**config.mk**
```make
export PLATFORM = sky130hd
export DESIGN_NAME = cpu_bus_arbiter
export DESIGN_NICKNAME = d
export VERILOG_FILES = /design/src/rtl/cpu_bus_arbiter.sv
export SDC_FILE = /design/constraint.sdc
export NUM_CORES = 1
export LEC_CHECK = 0
export CAP_MARGIN = 20
export CORE_AREA = 4 4 120 122
export CTS_CLUSTER_DIAMETER = 60
export CTS_CLUSTER_SIZE = 14
export DETAILED_ROUTE_END_ITERATION = 7
export DIE_AREA = 0 0 124 126
export GPL_TIMING_DRIVEN = 1
export MAX_ROUTING_LAYER = met4
export PLACE_DENSITY = 0.8
export REMOVE_ABC_BUFFERS = 1
export SLEW_MARGIN = 15
export SYNTH_ARGS = -nofsm -noshare
export SYNTH_HDL_FRONTEND = slang
export SYNTH_SLANG_ARGS = --single-unit
```
**constraint.sdc**
```tcl
create_clock -name i_clk -period 2 [get_ports i_clk]
set_input_delay 0.3 -clock i_clk [delete_from_list [all_inputs] [get_ports i_clk]]
set_output_delay 0.3 -clock i_clk [all_outputs]
set_load 0.02 [all_outputs]
```
**src/rtl/cpu_bus_arbiter.sv**
```systemverilog
// cpu_bus_arbiter: arbitrates N_CH requesters onto a single-outstanding CPU bus.
// Flow: IDLE picks a winner and latches its fields, ISSUE strobes o_bus_DV for
// one cycle, WAIT holds until the slave answers or the timeout expires.
module cpu_bus_arbiter #(
  parameter int N_CH       = 2,
  parameter int ADDR_W     = 32,
  parameter int DATA_W     = 32,
  parameter int TIMEOUT    = 255,
  parameter int FIXED_PRIO = 0
) (
  input  logic                     i_clk,
  input  logic                     i_rst,
  input  logic [N_CH-1:0]          i_req_valid,
  input  logic [N_CH*ADDR_W-1:0]   i_req_addr,
  input  logic [N_CH*DATA_W-1:0]   i_req_data,
  input  logic [N_CH*3-1:0]        i_req_bhw,
  input  logic [N_CH-1:0]          i_req_write,
  output logic [N_CH-1:0]          o_req_done,
  output logic [N_CH-1:0]          o_req_err,
  output logic [DATA_W-1:0]        o_rdata,
  output logic [N_CH-1:0]          o_grant,
  output logic                     o_busy,
  output logic [ADDR_W-1:0]        o_bus_address,
  output logic [DATA_W-1:0]        o_bus_data,
  output logic [2:0]               o_bhw,
  output logic                     o_write_notread,
  output logic                     o_bus_DV,
  input  logic [DATA_W-1:0]        i_bus_data,
  input  logic                     i_bus_DV
);

  localparam int IDX_W = (N_CH > 1) ? $clog2(N_CH) : 1;
  localparam int CNT_W = (TIMEOUT > 0) ? $clog2(TIMEOUT + 1) : 1;
  // Counter value in the last cycle before the timeout fires.
  localparam logic [CNT_W-1:0] CNT_LAST = (TIMEOUT > 0) ? CNT_W'(TIMEOUT - 1) : '0;

  typedef enum logic [1:0] {
    ST_IDLE  = 2'd0,
    ST_ISSUE = 2'd1,
    ST_WAIT  = 2'd2
  } state_t;

  state_t            state_q, state_d;
  logic [N_CH-1:0]   grant_q, grant_d;
  logic [IDX_W-1:0]  last_q,  last_d;
  logic [CNT_W-1:0]  cnt_q,   cnt_d;
  logic [ADDR_W-1:0] addr_q,  addr_d;
  logic [DATA_W-1:0] data_q,  data_d;
  logic [2:0]        bhw_q,   bhw_d;
  logic              write_q, write_d;
  logic [N_CH-1:0]   done_q,  done_d;
  logic [N_CH-1:0]   err_q,   err_d;
  logic [DATA_W-1:0] rdata_q, rdata_d;

  // Per-channel views of the flattened request buses.
  logic [ADDR_W-1:0] req_addr [N_CH];
  logic [DATA_W-1:0] req_data [N_CH];
  logic [2:0]        req_bhw  [N_CH];

  generate
    for (genvar gi = 0; gi < N_CH; gi++) begin : g_unpack
      assign req_addr[gi] = i_req_addr[gi*ADDR_W +: ADDR_W];
      assign req_data[gi] = i_req_data[gi*DATA_W +: DATA_W];
      assign req_bhw[gi]  = i_req_bhw[gi*3 +: 3];
    end
  endgenerate

  // Channel index 'off' positions after 'last', wrapping past N_CH-1 to 0.
  function automatic logic [IDX_W-1:0] rr_cand(input logic [IDX_W-1:0] last, input int off);
    int c;
    c = int'(last) + off;
    if (c >= N_CH) c = c - N_CH;
    return IDX_W'(c);
  endfunction

  logic [N_CH-1:0]  eligible;
  logic             win_found;
  logic [IDX_W-1:0] win_idx;

  // Winner selection; a channel receiving its done pulse this cycle sits out.
  always_comb begin
    eligible  = i_req_valid & ~done_q;
    win_found = 1'b0;
    win_idx   = '0;
    if (FIXED_PRIO != 0) begin
      // Scan high to low so the lowest eligible index is the last one kept.
      for (int i = N_CH - 1; i >= 0; i--) begin
        if (eligible[i]) begin
          win_found = 1'b1;
          win_idx   = IDX_W'(i);
        end
      end
    end else begin
      // Scan farthest to nearest from last grant so the nearest one is kept.
      for (int off = N_CH; off >= 1; off--) begin
        if (eligible[rr_cand(last_q, off)]) begin
          win_found = 1'b1;
          win_idx   = rr_cand(last_q, off);
        end
      end
    end
  end

  // Next-state and transaction bookkeeping for IDLE / ISSUE / WAIT.
  always_comb begin
    state_d = state_q;
    grant_d = grant_q;
    last_d  = last_q;
    cnt_d   = cnt_q;
    addr_d  = addr_q;
    data_d  = data_q;
    bhw_d   = bhw_q;
    write_d = write_q;
    done_d  = '0;
    err_d   = '0;
    rdata_d = rdata_q;
    case (state_q)
      ST_IDLE: begin
        // Slave strobes arriving here belong to nobody and are dropped.
        if (win_found) begin
          state_d          = ST_ISSUE;
          grant_d          = '0;
          grant_d[win_idx] = 1'b1;
          last_d           = win_idx;
          cnt_d            = '0;
          addr_d           = req_addr[win_idx];
          data_d           = req_data[win_idx];
          bhw_d            = req_bhw[win_idx];
          write_d          = i_req_write[win_idx];
        end
      end
      ST_ISSUE, ST_WAIT: begin
        state_d = ST_WAIT;
        cnt_d   = cnt_q + CNT_W'(1);
        // A response in the final cycle still wins over the timeout.
        if (i_bus_DV) begin
          done_d  = grant_q;
          rdata_d = write_q ? '0 : i_bus_data;
          grant_d = '0;
          state_d = ST_IDLE;
        end else if ((TIMEOUT > 0) && (cnt_q == CNT_LAST)) begin
          done_d  = grant_q;
          err_d   = grant_q;
          rdata_d = '0;
          grant_d = '0;
          state_d = ST_IDLE;
        end
      end
      default: state_d = ST_IDLE;
    endcase
  end

  // State and datapath registers; reset leaves last_q so channel 0 wins first.
  always_ff @(posedge i_clk) begin
    if (i_rst) begin
      state_q <= ST_IDLE;
      grant_q <= '0;
      last_q  <= IDX_W'(N_CH - 1);
      cnt_q   <= '0;
      addr_q  <= '0;
      data_q  <= '0;
      bhw_q   <= '0;
      write_q <= 1'b0;
      done_q  <= '0;
      err_q   <= '0;
      rdata_q <= '0;
    end else begin
      state_q <= state_d;
      grant_q <= grant_d;
      last_q  <= last_d;
      cnt_q   <= cnt_d;
      addr_q  <= addr_d;
      data_q  <= data_d;
      bhw_q   <= bhw_d;
      write_q <= write_d;
      done_q  <= done_d;
      err_q   <= err_d;
      rdata_q <= rdata_d;
    end
  end

  assign o_req_done      = done_q;
  assign o_req_err       = err_q;
  assign o_rdata         = rdata_q;
  assign o_grant         = grant_q;
  assign o_busy          = (state_q != ST_IDLE);
  assign o_bus_DV        = (state_q == ST_ISSUE);
  assign o_bus_address   = addr_q;
  assign o_bus_data      = data_q;
  assign o_bhw           = bhw_q;
  assign o_write_notread = write_q;

  // Ownership and completion are always exclusive to a single channel.
  assert property (@(posedge i_clk) disable iff (i_rst) $onehot0(grant_q));
  assert property (@(posedge i_clk) disable iff (i_rst) $onehot0(done_q));

endmodule

```
==> out/results.ini <==
[placement]
hpwl_mm=12.8
routabilityCongestion=0.843
place_inst=1056
portBuffers=280
placed_cell_area_um2=8290

[hold_path]
hp-class=input port to register

[floorplanning]
start_util=0.388
design.core.area_um2=13200
die_width_um=124
dieHeight_um=126
dieArea_um2=15600
rows=42
io-pin-count=281

[timing]
setup_viol=0
max_freq_mhz=536
max_slew.worst_pin.slew_ns=0.648
finalClockSkew_ns=0.00517
finalHoldViolations=0
finalCritPeriodShare=0.932
fin_hold_ws_ns=0.254
period_minus_slack_ns=1.86
slew_headroom=0.567
rsz0062_at_grt=no
slew_viol_final=0

[cells_and_area]
fin_area_um2=8940
nets=1079
drive_gt1_frac=0.0822
num_antenna_cells=0
nFillCells=1059
stdcell_count=1088
area_delta_synth_final_pct=74.4
ff_latch_area_um2=2340
multi_input_area_um2=2550

[job]
cap_violations=0

[global_routing]
grt_use_total=0.225
grt_pass1_vias=5271
grt_first_pass_wirelength_mm=26.4
grt-ovfl-total=0
grt_max_degree=51
antenna_found_initial=0

[logic_synthesis]
synth-seq-cells=117
syn_area_um2=5120
ys_types=33
synth_ff_type=dfxtp_1
synth.avg_cell_area_um2=8.30
yosysSeqAreaShare=0.457
async_flop_share=0
syn-instance-count=617
ys.warnings.count=0
synth_edf_count=0

[setup_path]
crit_type=register to register
end_kind=register
arrival_ns=2.21
required_ns=2.35
path_max_fanout=16
cp-start-kind=register

[routing]
drc=0
vias=5393
ant_nets=0
first_pass_iters=4
routed_via_density=4.96
drtIter0Drc=201
wire_per_inst_um=15.9
wirelength_mm=17.3

[clock_network]
clk_latency_ns=0.41
ctsHtreeMaxLevel=4
cts_sinks=117
cts_buffers=17
ctsLongestPathBuffers=2
root_buffer=clkbuf_16
cts_tree=yes
post_cts_buffers=0
cts.clk_slew.worst_paths_ns=0.05

[power_and_ir_drop]
leakage_nw=3.44
powerDensity_nw_per_um2=907
peakVddDrop_mv=0.574

[run_status]
run_status=complete, no violations

-- cells by family after synthesis --
logic type / share of synthesized area
AND/OR/NAND/NOR: 0.256
flip-flops: 0.457
buffers and inverters: 0.0579
AO/OA/AOI/OAI: 0.150
multiplexers: 0.0645
adder cells (fa/ha/maj): 0.0147
-- metal layers --
metal	vias up	global-route usage	wire length (um)
met4	0	0.0883	443
met5	-	-	0
met1	2443	0.239	6650
li1	2679	-	-
met2	236	0.384	8600
met3	35	0.0722	1630
-- cell usage after synthesis, types with 3 or more instances --
master	count	area share
a21oi_1	14	0.014
inv_1	7	0.0051
nand2_1	174	0.13
nor2_1	73	0.053
a311oi_1	68	0.12
o21ai_0	7	0.0068
mux2i_1	33	0.064
buf_2	18	0.018
dfxtp_1	117	0.46
buf_4	11	0.016
or3_1	4	0.0049
ha_1	6	0.015
nand3_1	4	0.0039
nor2b_1	3	0.0037
nand2b_1	36	0.044
buf_1	4	0.0029
clkbuf_1	16	0.012
-- flip-flops by register name, indices dropped and copies added (netlist names) --
register,flops
o_bus_address,32
o_bus_data,32
o_rdata,32
cnt_q,8
o_bhw,3
o_grant,2
o_req_done,2
o_req_err,2
state_q,2
last_q,1
o_write_notread,1
-- power breakdown --
group,total (mW),switching (mW),internal [mW]
registers,2.70,0.121,2.58
clock network,3.19,1.06,2.13
logic,2.21,1.08,1.13
-- critical path: stages (launching register included) --
cell and delay [ns]:
dfxtp_1 0.32, inv_1 0.08, ha_4 0.30, buf_4 0.14
nor2_1 0.05, a31o_4 0.26, or4_1 0.50, a21oi_2 0.14
-- per-stage QoR --
| step | setup TNS [ns] | power, mW | util | worst slack (ns) |
|---|---|---|---|---|
| 2_1_floorplan | -335.37 | 3.80 | - | -4.29 |
| 3_3_place_gp | -5.91 | 4.92 | 0.628 | -0.189 |
| 3_5_place_dp | -6.31 | 4.95 | 0.628 | -0.225 |
| 4_1_cts | 0 | 8.17 | 0.676 | 0.0140 |
| 5_1_grt | 0 | 8.46 | 0.677 | 0.0200 |
| 6_report | 0 | 8.10 | 0.677 | 0.136 |
-- cells in the final DEF (no fill, tap or decap), types with 10 or more instances in the layout --
cell type,instances
clkbuf_16,17
dfxtp_1,117
a21oi_1,11
a311oi_1,68
buf_12,10
clkdlybuf4s50_1,277
buf_4,25
nor2_1,73
nand2_1,174
nand2b_1,36
mux2i_1,33
-- final cells by class --
type	count	share of cell area
Tap cell	176	0.0246
Timing Repair Buffer	314	0.356
Inverter	7	0.00294
Multi-Input combinational cell	443	0.285
Clock inverter	10	0.0172
Sequential cell	117	0.262
Clock buffer	21	0.0515
-- final timing paths --
kind	slack [ns]	endpoint	cells after the start	startpoint
max reg2reg	0.14	cnt_q[7]$_SDFFE_PP0P_	7	state_q[0]$_SDFFE_PP0P_
min	0.25	o_bus_address[4]$_SDFFE_PP0P_	2	i_rst
max	0.14	cnt_q[7]$_SDFFE_PP0P_	7	state_q[0]$_SDFFE_PP0P_
min reg2reg	0.47	o_rdata[21]$_SDFFE_PP0P_	2	o_rdata[21]$_SDFFE_PP0P_
-- repair_timing --
item                                    in CTS  in global routing
endpoints found under the setup margin      33                 30
gates resized for setup                      2                  4
hold buffers                                 0                  0
endpoints found under the hold margin        0                  0
gates cloned                                 1                  0
(Power assumes the default switching activity.)
